**config.mk**
```make
export PLATFORM = sky130hd
export DESIGN_NAME = interrupt_controller
export DESIGN_NICKNAME = d
export VERILOG_FILES = /design/src/rtl/interrupt_controller_pkg.sv /design/src/rtl/FFD_POSEDGE_SYNCRONOUS_RESET.sv /design/src/rtl/interrupt_priority_encoder.sv /design/src/rtl/interrupt_controller.sv
export SDC_FILE = /design/constraint.sdc
export NUM_CORES = 1
export LEC_CHECK = 0
export CELL_PAD_IN_SITES_DETAIL_PLACEMENT = 0
export CELL_PAD_IN_SITES_GLOBAL_PLACEMENT = 1
export CORE_ASPECT_RATIO = 0.75
export CORE_MARGIN = 3
export CORE_UTILIZATION = 45
export CTS_CLUSTER_SIZE = 16
export DETAILED_ROUTE_END_ITERATION = 8
export DONT_BUFFER_PORTS = 1
export PLACE_DENSITY = 0.84
export SYNTH_ARGS = -nofsm -noshare
export SYNTH_HDL_FRONTEND = slang
export SYNTH_SLANG_ARGS = --single-unit
```
**constraint.sdc**
```tcl
create_clock -name iClock -period 2.8 [get_ports iClock]
set_input_delay 0.42 -clock iClock [delete_from_list [all_inputs] [get_ports iClock]]
set_output_delay 0.42 -clock iClock [all_outputs]
set_load 0.02 [all_outputs]
```
**src/rtl/interrupt_controller_pkg.sv**
```systemverilog
// -----------------------------------------------------------------------------
// interrupt_controller_pkg
// Shared definitions for the interrupt controller: dispatch vectors, register
// addresses, FSM state encodings and the index-to-vector helper.
// -----------------------------------------------------------------------------
package interrupt_controller_pkg;

    // Number of interrupt sources (VBlank, LCD STAT, timer, serial, joypad).
    localparam int NUM_SOURCES = 5;

    // Dispatch vectors, one per source, in priority order.
    localparam logic [7:0] VECTOR_VBLANK = 8'h40;
    localparam logic [7:0] VECTOR_STAT   = 8'h48;
    localparam logic [7:0] VECTOR_TIMER  = 8'h50;
    localparam logic [7:0] VECTOR_SERIAL = 8'h58;
    localparam logic [7:0] VECTOR_JOYPAD = 8'h60;

    // Memory-mapped register addresses decoded by the CPU into write strobes.
    localparam logic [15:0] ADDR_IF = 16'hFF0F;
    localparam logic [15:0] ADDR_IE = 16'hFFFF;

    // Unimplemented IF bits always read back as ones.
    localparam logic [2:0] IF_UNUSED_BITS = 3'b111;

    // Dispatch FSM.
    typedef enum logic [0:0] {
        ST_IDLE     = 1'b0,
        ST_DISPATCH = 1'b1
    } state_t;

    // Delayed-EI tracking: EI takes effect after its own instruction
    // boundary and then the boundary of the following instruction.
    typedef enum logic [1:0] {
        EI_NONE      = 2'd0,
        EI_WAIT_OWN  = 2'd1,
        EI_WAIT_NEXT = 2'd2
    } ei_stage_t;

    // Vector for a source index: 0x40 + 8*index.
    function automatic logic [7:0] vector_for_index(input logic [2:0] index);
        return VECTOR_VBLANK + {2'b00, index, 3'b000};
    endfunction

endpackage

```
**src/rtl/FFD_POSEDGE_SYNCRONOUS_RESET.sv**
```systemverilog
// -----------------------------------------------------------------------------
// FFD_POSEDGE_SYNCRONOUS_RESET
// Shared register primitive: rising-edge flop bank with synchronous,
// active-high reset to zero and a load enable.
// Ports:
//   Clock  - rising-edge clock
//   Reset  - synchronous active-high reset (Q <= 0)
//   Enable - load enable
//   D      - next value
//   Q      - registered value
// -----------------------------------------------------------------------------
module FFD_POSEDGE_SYNCRONOUS_RESET #(
    parameter int SIZE = 1
) (
    input  logic            Clock,
    input  logic            Reset,
    input  logic            Enable,
    input  logic [SIZE-1:0] D,
    output logic [SIZE-1:0] Q
);

    always_ff @(posedge Clock) begin
        if (Reset) begin
            Q <= '0;
        end else if (Enable) begin
            Q <= D;
        end
    end

endmodule

```
**src/rtl/interrupt_priority_encoder.sv**
```systemverilog
// -----------------------------------------------------------------------------
// interrupt_priority_encoder
// Purely combinational: picks the lowest set bit of the pending vector
// (bit 0 = highest priority).
// Ports:
//   iPending - enabled-and-flagged sources
//   oIndex   - index of the winning source (0 when none)
//   oValid   - at least one source pending
// -----------------------------------------------------------------------------
module interrupt_priority_encoder
    import interrupt_controller_pkg::*;
(
    input  logic [NUM_SOURCES-1:0] iPending,
    output logic [2:0]             oIndex,
    output logic                   oValid
);

    always_comb begin
        oIndex = 3'd0;
        oValid = 1'b0;
        // Scan from the lowest priority upward so the last hit is bit 0 side.
        for (int k = NUM_SOURCES - 1; k >= 0; k--) begin
            if (iPending[k]) begin
                oIndex = 3'(k);
                oValid = 1'b1;
            end
        end
    end

endmodule

```
**src/rtl/interrupt_controller.sv**
```systemverilog
// -----------------------------------------------------------------------------
// interrupt_controller
// Holds IF/IE/IME, tracks delayed EI, and decides interrupt dispatch at CPU
// instruction boundaries.
// Ports:
//   iClock, iReset               - clock, synchronous active-high reset
//   iInt0x40..iInt0x60           - one-cycle request pulses per source
//   iEof                         - end-of-instruction strobe (dispatch point)
//   iEi, iDi, iReti              - instruction decode pulses
//   iMcuWeIf, iMcuWeIe           - CPU write strobes for IF / IE
//   iMcuWriteData                - CPU write data
//   iDispatchAck                 - CPU has taken the dispatch
//   oIf, oIe, oIme               - register readback
//   oIrqReq, oIrqVector          - dispatch request and its vector
//   oHaltWake                    - any enabled flag set (ignores IME)
//
// Handshake: oIrqReq rises with oIrqVector valid at an instruction boundary
// and is held, with index and vector frozen, until iDispatchAck is seen;
// the acknowledged flag is cleared in that same cycle. iDispatchAck is
// ignored when no request is outstanding.
// -----------------------------------------------------------------------------
module interrupt_controller
    import interrupt_controller_pkg::*;
(
    input  logic       iClock,
    input  logic       iReset,
    input  logic       iInt0x40,
    input  logic       iInt0x48,
    input  logic       iInt0x50,
    input  logic       iInt0x58,
    input  logic       iInt0x60,
    input  logic       iEof,
    input  logic       iEi,
    input  logic       iDi,
    input  logic       iReti,
    input  logic       iMcuWeIf,
    input  logic       iMcuWeIe,
    input  logic [7:0] iMcuWriteData,
    input  logic       iDispatchAck,
    output logic [7:0] oIf,
    output logic [7:0] oIe,
    output logic       oIme,
    output logic       oIrqReq,
    output logic [7:0] oIrqVector,
    output logic       oHaltWake
);

    logic [NUM_SOURCES-1:0] flags_d, flags_q;
    logic [7:0]             ie_d, ie_q;
    logic                   ime_d, ime_q;
    logic [1:0]             ei_stage_d, ei_stage_q;
    logic [0:0]             state_d, state_q_raw;
    logic [2:0]             index_d, index_q;
    logic                   irq_req_d, irq_req_q;
    logic [7:0]             vector_d, vector_q;

    state_t                 state_q;
    ei_stage_t              ei_stage;
    logic [NUM_SOURCES-1:0] requests;
    logic [NUM_SOURCES-1:0] pending;
    logic [2:0]             enc_index;
    logic                   enc_valid;

    assign requests = {iInt0x60, iInt0x58, iInt0x50, iInt0x48, iInt0x40};
    assign pending  = flags_q & ie_q[NUM_SOURCES-1:0];
    assign state_q  = state_t'(state_q_raw);
    assign ei_stage = ei_stage_t'(ei_stage_q);

    interrupt_priority_encoder u_priority_encoder (
        .iPending (pending),
        .oIndex   (enc_index),
        .oValid   (enc_valid)
    );

    always_comb begin
        flags_d    = flags_q;
        ie_d       = ie_q;
        ime_d      = ime_q;
        ei_stage_d = ei_stage_q;
        state_d    = state_q_raw;
        index_d    = index_q;
        irq_req_d  = irq_req_q;
        vector_d   = vector_q;

        // Flags: CPU write, then ack clear, then new requests (set wins).
        if (iMcuWeIf) begin
            flags_d = iMcuWriteData[NUM_SOURCES-1:0];
        end
        if (state_q == ST_DISPATCH && iDispatchAck) begin
            for (int k = 0; k < NUM_SOURCES; k++) begin
                if (index_q == 3'(k)) begin
                    flags_d[k] = 1'b0;
                end
            end
        end
        flags_d = flags_d | requests;

        if (iMcuWeIe) begin
            ie_d = iMcuWriteData;
        end

        // IME control. Later assignments take precedence: RETI, then the
        // delayed EI, then DI (DI beats EI in the same cycle).
        if (iReti) begin
            ime_d      = 1'b1;
            ei_stage_d = EI_NONE;
        end

        if (iEi) begin
            // An EI whose own boundary arrives in the same cycle has
            // already passed its first boundary.
            ei_stage_d = iEof ? EI_WAIT_NEXT : EI_WAIT_OWN;
        end else if (iEof) begin
            case (ei_stage)
                EI_WAIT_OWN:  ei_stage_d = EI_WAIT_NEXT;
                EI_WAIT_NEXT: begin
                    ei_stage_d = EI_NONE;
                    ime_d      = 1'b1;
                end
                default:      ei_stage_d = ei_stage_q;
            endcase
        end

        if (iDi) begin
            ime_d      = 1'b0;
            ei_stage_d = EI_NONE;
        end

        // Dispatch FSM. Uses the current IME, so an EI completing at this
        // boundary only allows dispatch at a later boundary.
        case (state_q)
            ST_IDLE: begin
                if (iEof && ime_q && !iDi && enc_valid) begin
                    state_d   = ST_DISPATCH;
                    index_d   = enc_index;
                    vector_d  = vector_for_index(enc_index);
                    irq_req_d = 1'b1;
                    ime_d     = 1'b0;
                end
            end
            ST_DISPATCH: begin
                if (iDispatchAck) begin
                    state_d   = ST_IDLE;
                    irq_req_d = 1'b0;
                end
            end
            default: state_d = ST_IDLE;
        endcase
    end

    FFD_POSEDGE_SYNCRONOUS_RESET #(.SIZE(NUM_SOURCES)) u_flags_ff (
        .Clock(iClock), .Reset(iReset), .Enable(1'b1), .D(flags_d), .Q(flags_q)
    );
    FFD_POSEDGE_SYNCRONOUS_RESET #(.SIZE(8)) u_ie_ff (
        .Clock(iClock), .Reset(iReset), .Enable(1'b1), .D(ie_d), .Q(ie_q)
    );
    FFD_POSEDGE_SYNCRONOUS_RESET #(.SIZE(1)) u_ime_ff (
        .Clock(iClock), .Reset(iReset), .Enable(1'b1), .D(ime_d), .Q(ime_q)
    );
    FFD_POSEDGE_SYNCRONOUS_RESET #(.SIZE(2)) u_ei_stage_ff (
        .Clock(iClock), .Reset(iReset), .Enable(1'b1), .D(ei_stage_d), .Q(ei_stage_q)
    );
    FFD_POSEDGE_SYNCRONOUS_RESET #(.SIZE(1)) u_state_ff (
        .Clock(iClock), .Reset(iReset), .Enable(1'b1), .D(state_d), .Q(state_q_raw)
    );
    FFD_POSEDGE_SYNCRONOUS_RESET #(.SIZE(3)) u_index_ff (
        .Clock(iClock), .Reset(iReset), .Enable(1'b1), .D(index_d), .Q(index_q)
    );
    FFD_POSEDGE_SYNCRONOUS_RESET #(.SIZE(1)) u_irq_req_ff (
        .Clock(iClock), .Reset(iReset), .Enable(1'b1), .D(irq_req_d), .Q(irq_req_q)
    );
    FFD_POSEDGE_SYNCRONOUS_RESET #(.SIZE(8)) u_vector_ff (
        .Clock(iClock), .Reset(iReset), .Enable(1'b1), .D(vector_d), .Q(vector_q)
    );

    assign oIf        = {IF_UNUSED_BITS, flags_q};
    assign oIe        = ie_q;
    assign oIme       = ime_q;
    assign oIrqReq    = irq_req_q;
    assign oIrqVector = vector_q;
    assign oHaltWake  = |pending;

endmodule

```
==> impl_metrics.tcl <==
set metrics [dict create \
    status "completed" \
    grtUsageTotal_pct 15.7 \
    num_io_pins 49 \
    crit_fanout 4 \
    final_cells 139 \
    clkTransAtPathRegs_ns 0.12 \
    via_per_inst 5.93 \
    cts_htree_levels 1 \
    hold_viol 0 \
    tightest_slew_ns 0.502 \
    ir_drop_mv 0.311 \
    critical_path.slowest_cell "a222oi_1" \
    cts_inserted_buffers 3 \
    design.core.area_mm2 0.00208 \
    die_w_um 61.1 \
    regArea_um2 440 \
    antenna_found_initial 0 \
    drive_above_1_share_pct 5.22 \
    hp-class "input port to register" \
    finalNetCount 139 \
    min_period_ns 1.99 \
    n_fill_cell 207 \
    ant_nets 0 \
    final_cell_mix "nor2_1 (25), dfxtp_1 (22), mux2i_1 (13)" \
    cp_top_family "compound AO/OA/AOI/OAI gates" \
    first_global_vias 744 \
    p_leak_nw 0.419 \
    drt_pass1_iterations 6 \
    path_buf_inv 0 \
    worstSetupStartpointType "register" \
    utilization_pct 49.7 \
    setup_tns_ns 0 \
    post_cts_buffers 0 \
    post-route-drc-count 0 \
    crit_type "register to output pin" \
    timing.fmax_ghz 0.504 \
    critPathMaxStageDelay_ns 0.55 \
    rows 14 \
    avgSynthCellArea_um2 8.68 \
    fin_skew_ns 0.00242 \
    place_inst 135 \
    initial_utilization_pct 49.2 \
    root_buffer "clkbuf_4" \
    rsz0062_at_grt "false" \
    numClockSinks 22 \
    syn_area_mm2 0.00102 \
    power_mw 0.586 \
    postCtsResizedCells 0 \
    clockBufferDepth 2 \
    multi_input_area_um2 510 \
    grt_pass1_wl_um 3320 \
    place_area_um2 1000 \
    dpl.hpwl_um 1640 \
    cts_hold_buffers 0 \
    design_area_mm2 0.00104 \
    avgRoutedWirePerCell_um 16.0 \
    crit_chain "a222oi_1, nand2_1" \
    cp.arrival_ns 1.57 \
    required_ns 2.38 \
    vias 824 \
    syn2layout_area_growth_pct 1.10 \
    clk_latency_ns 0.30 \
    setup_viol 0 \
    end_kind "output pin" \
    slew_headroom_pct 66.5 \
    grt_max_degree 23 \
    layout_commonest_cell "nor2_1" \
    grt-ovfl-total 0 \
    die_h_um 47.3 \
    syn-instance-count 118 \
    io_buffers 0 \
    maxCapViolations 0 \
    slew_viol_final 0 \
    synth_seq_cells 22 \
    gp_congestion 0.802 \
    wirelength_um 2220 \
    yosysWarningCount 0 \
    ys_types 31 \
    finalCritPeriodShare_pct 70.9 \
    ys_seq_area_share_pct 43.0 \
    drt-initial-drc-count 78 \
    dieArea_mm2 0.00289 \
    cts_tree "done" \
    insertedDiodeCount 0 \
    powerDensity_mw_per_mm2 566 \
]
==> per-layer routing <==
layer	up-vias	track usage, %	wire (um)	share of wire [%]
met5	-	0	0	0
met4	0	2.60	0	0
met3	0	7.97	269	12
met2	48	23.8	980	44
met1	385	20.2	968	44
li1	391	-	-	-
==> worst paths after layout <==
kind	startpoint	endpoint	slack (ns)	cells past startpoint
setup / recovery	u_flags_ff.Q[4]	oHaltWake	0.81	2
hold / removal	iReset	u_index_ff.Q[0]	0.16	1
setup reg to reg	u_flags_ff.Q[4]	u_index_ff.Q[0]	1.24	4
hold reg to reg	u_ei_stage_ff.Q[1]	u_ei_stage_ff.Q[1]	0.48	2
==> cell usage after synthesis, drive strengths merged <==
cell | instances | area, um^2
inv | 5 | 18.8
ha | 1 | 12.5
a311oi | 1 | 8.76
o22a | 1 | 8.76
nand3 | 1 | 5.00
a21oi | 7 | 42.5
o21ai | 2 | 10.0
a31oi | 5 | 31.3
clkbuf | 1 | 3.75
a222oi | 1 | 10.0
nor3 | 2 | 10.0
nor2 | 25 | 93.8
o31ai | 1 | 7.51
buf | 11 | 70.1
dfxtp | 22 | 440
a32o | 1 | 10.0
nand3b | 1 | 7.51
nand2 | 6 | 22.5
conb | 2 | 7.51
mux2i | 13 | 130
nor4bb | 1 | 10.0
a211oi | 1 | 7.51
a41oi | 1 | 8.76
a22oi | 2 | 15.0
nand2b | 1 | 6.26
nand4bb | 1 | 11.3
and3b | 1 | 8.76
nor4 | 1 | 6.26
==> cells by family after synthesis <==
| family | count (synthesis) | synth area share (%) |
|---|---|---|
| buffers and inverters | 17 | 9.04 |
| AOI/OAI and AO/OA | 23 | 15.6 |
| adders and majority gates | 1 | 1.22 |
| and+or+nand+nor | 40 | 17.7 |
| muxes | 13 | 12.7 |
| DFF | 22 | 43.0 |
| other | 2 | 0.733 |
==> area by class of cell <==
class,instances,share of cell area [%]
Multi-Input combinational cell,84,49.3
Clock buffer,4,3.50
Inverter,5,1.81
Tap cell,24,2.90
Sequential cell,22,42.5
==> where the power goes <==
group | switching, mW | leakage, nW | internal, mW
logic | 0.0294 | 0.217 | 0.0246
registers | 0.0331 | 0.181 | 0.328
clock network | 0.0922 | 0.0210 | 0.0793
==> sequential cells by signal, summed over array words and instances, names as in the netlist <==
register / cells
u_ei_stage_ff.Q: 2
u_vector_ff.Q: 2
u_ime_ff.Q: 1
u_ie_ff.Q: 8
u_state_ff.Q: 1
u_index_ff.Q: 2
u_irq_req_ff.Q: 1
u_flags_ff.Q: 5
==> metrics by stage <==
step                      hold WS, ns  setup slack, ns
after global routing            0.135            0.639
final                           0.164            0.814
after global placement          0.457             1.17
after detailed placement        0.460             1.17
after floorplan                 0.438             1.28
after CTS                       0.147            0.800
(Power assumes the default switching activity.)
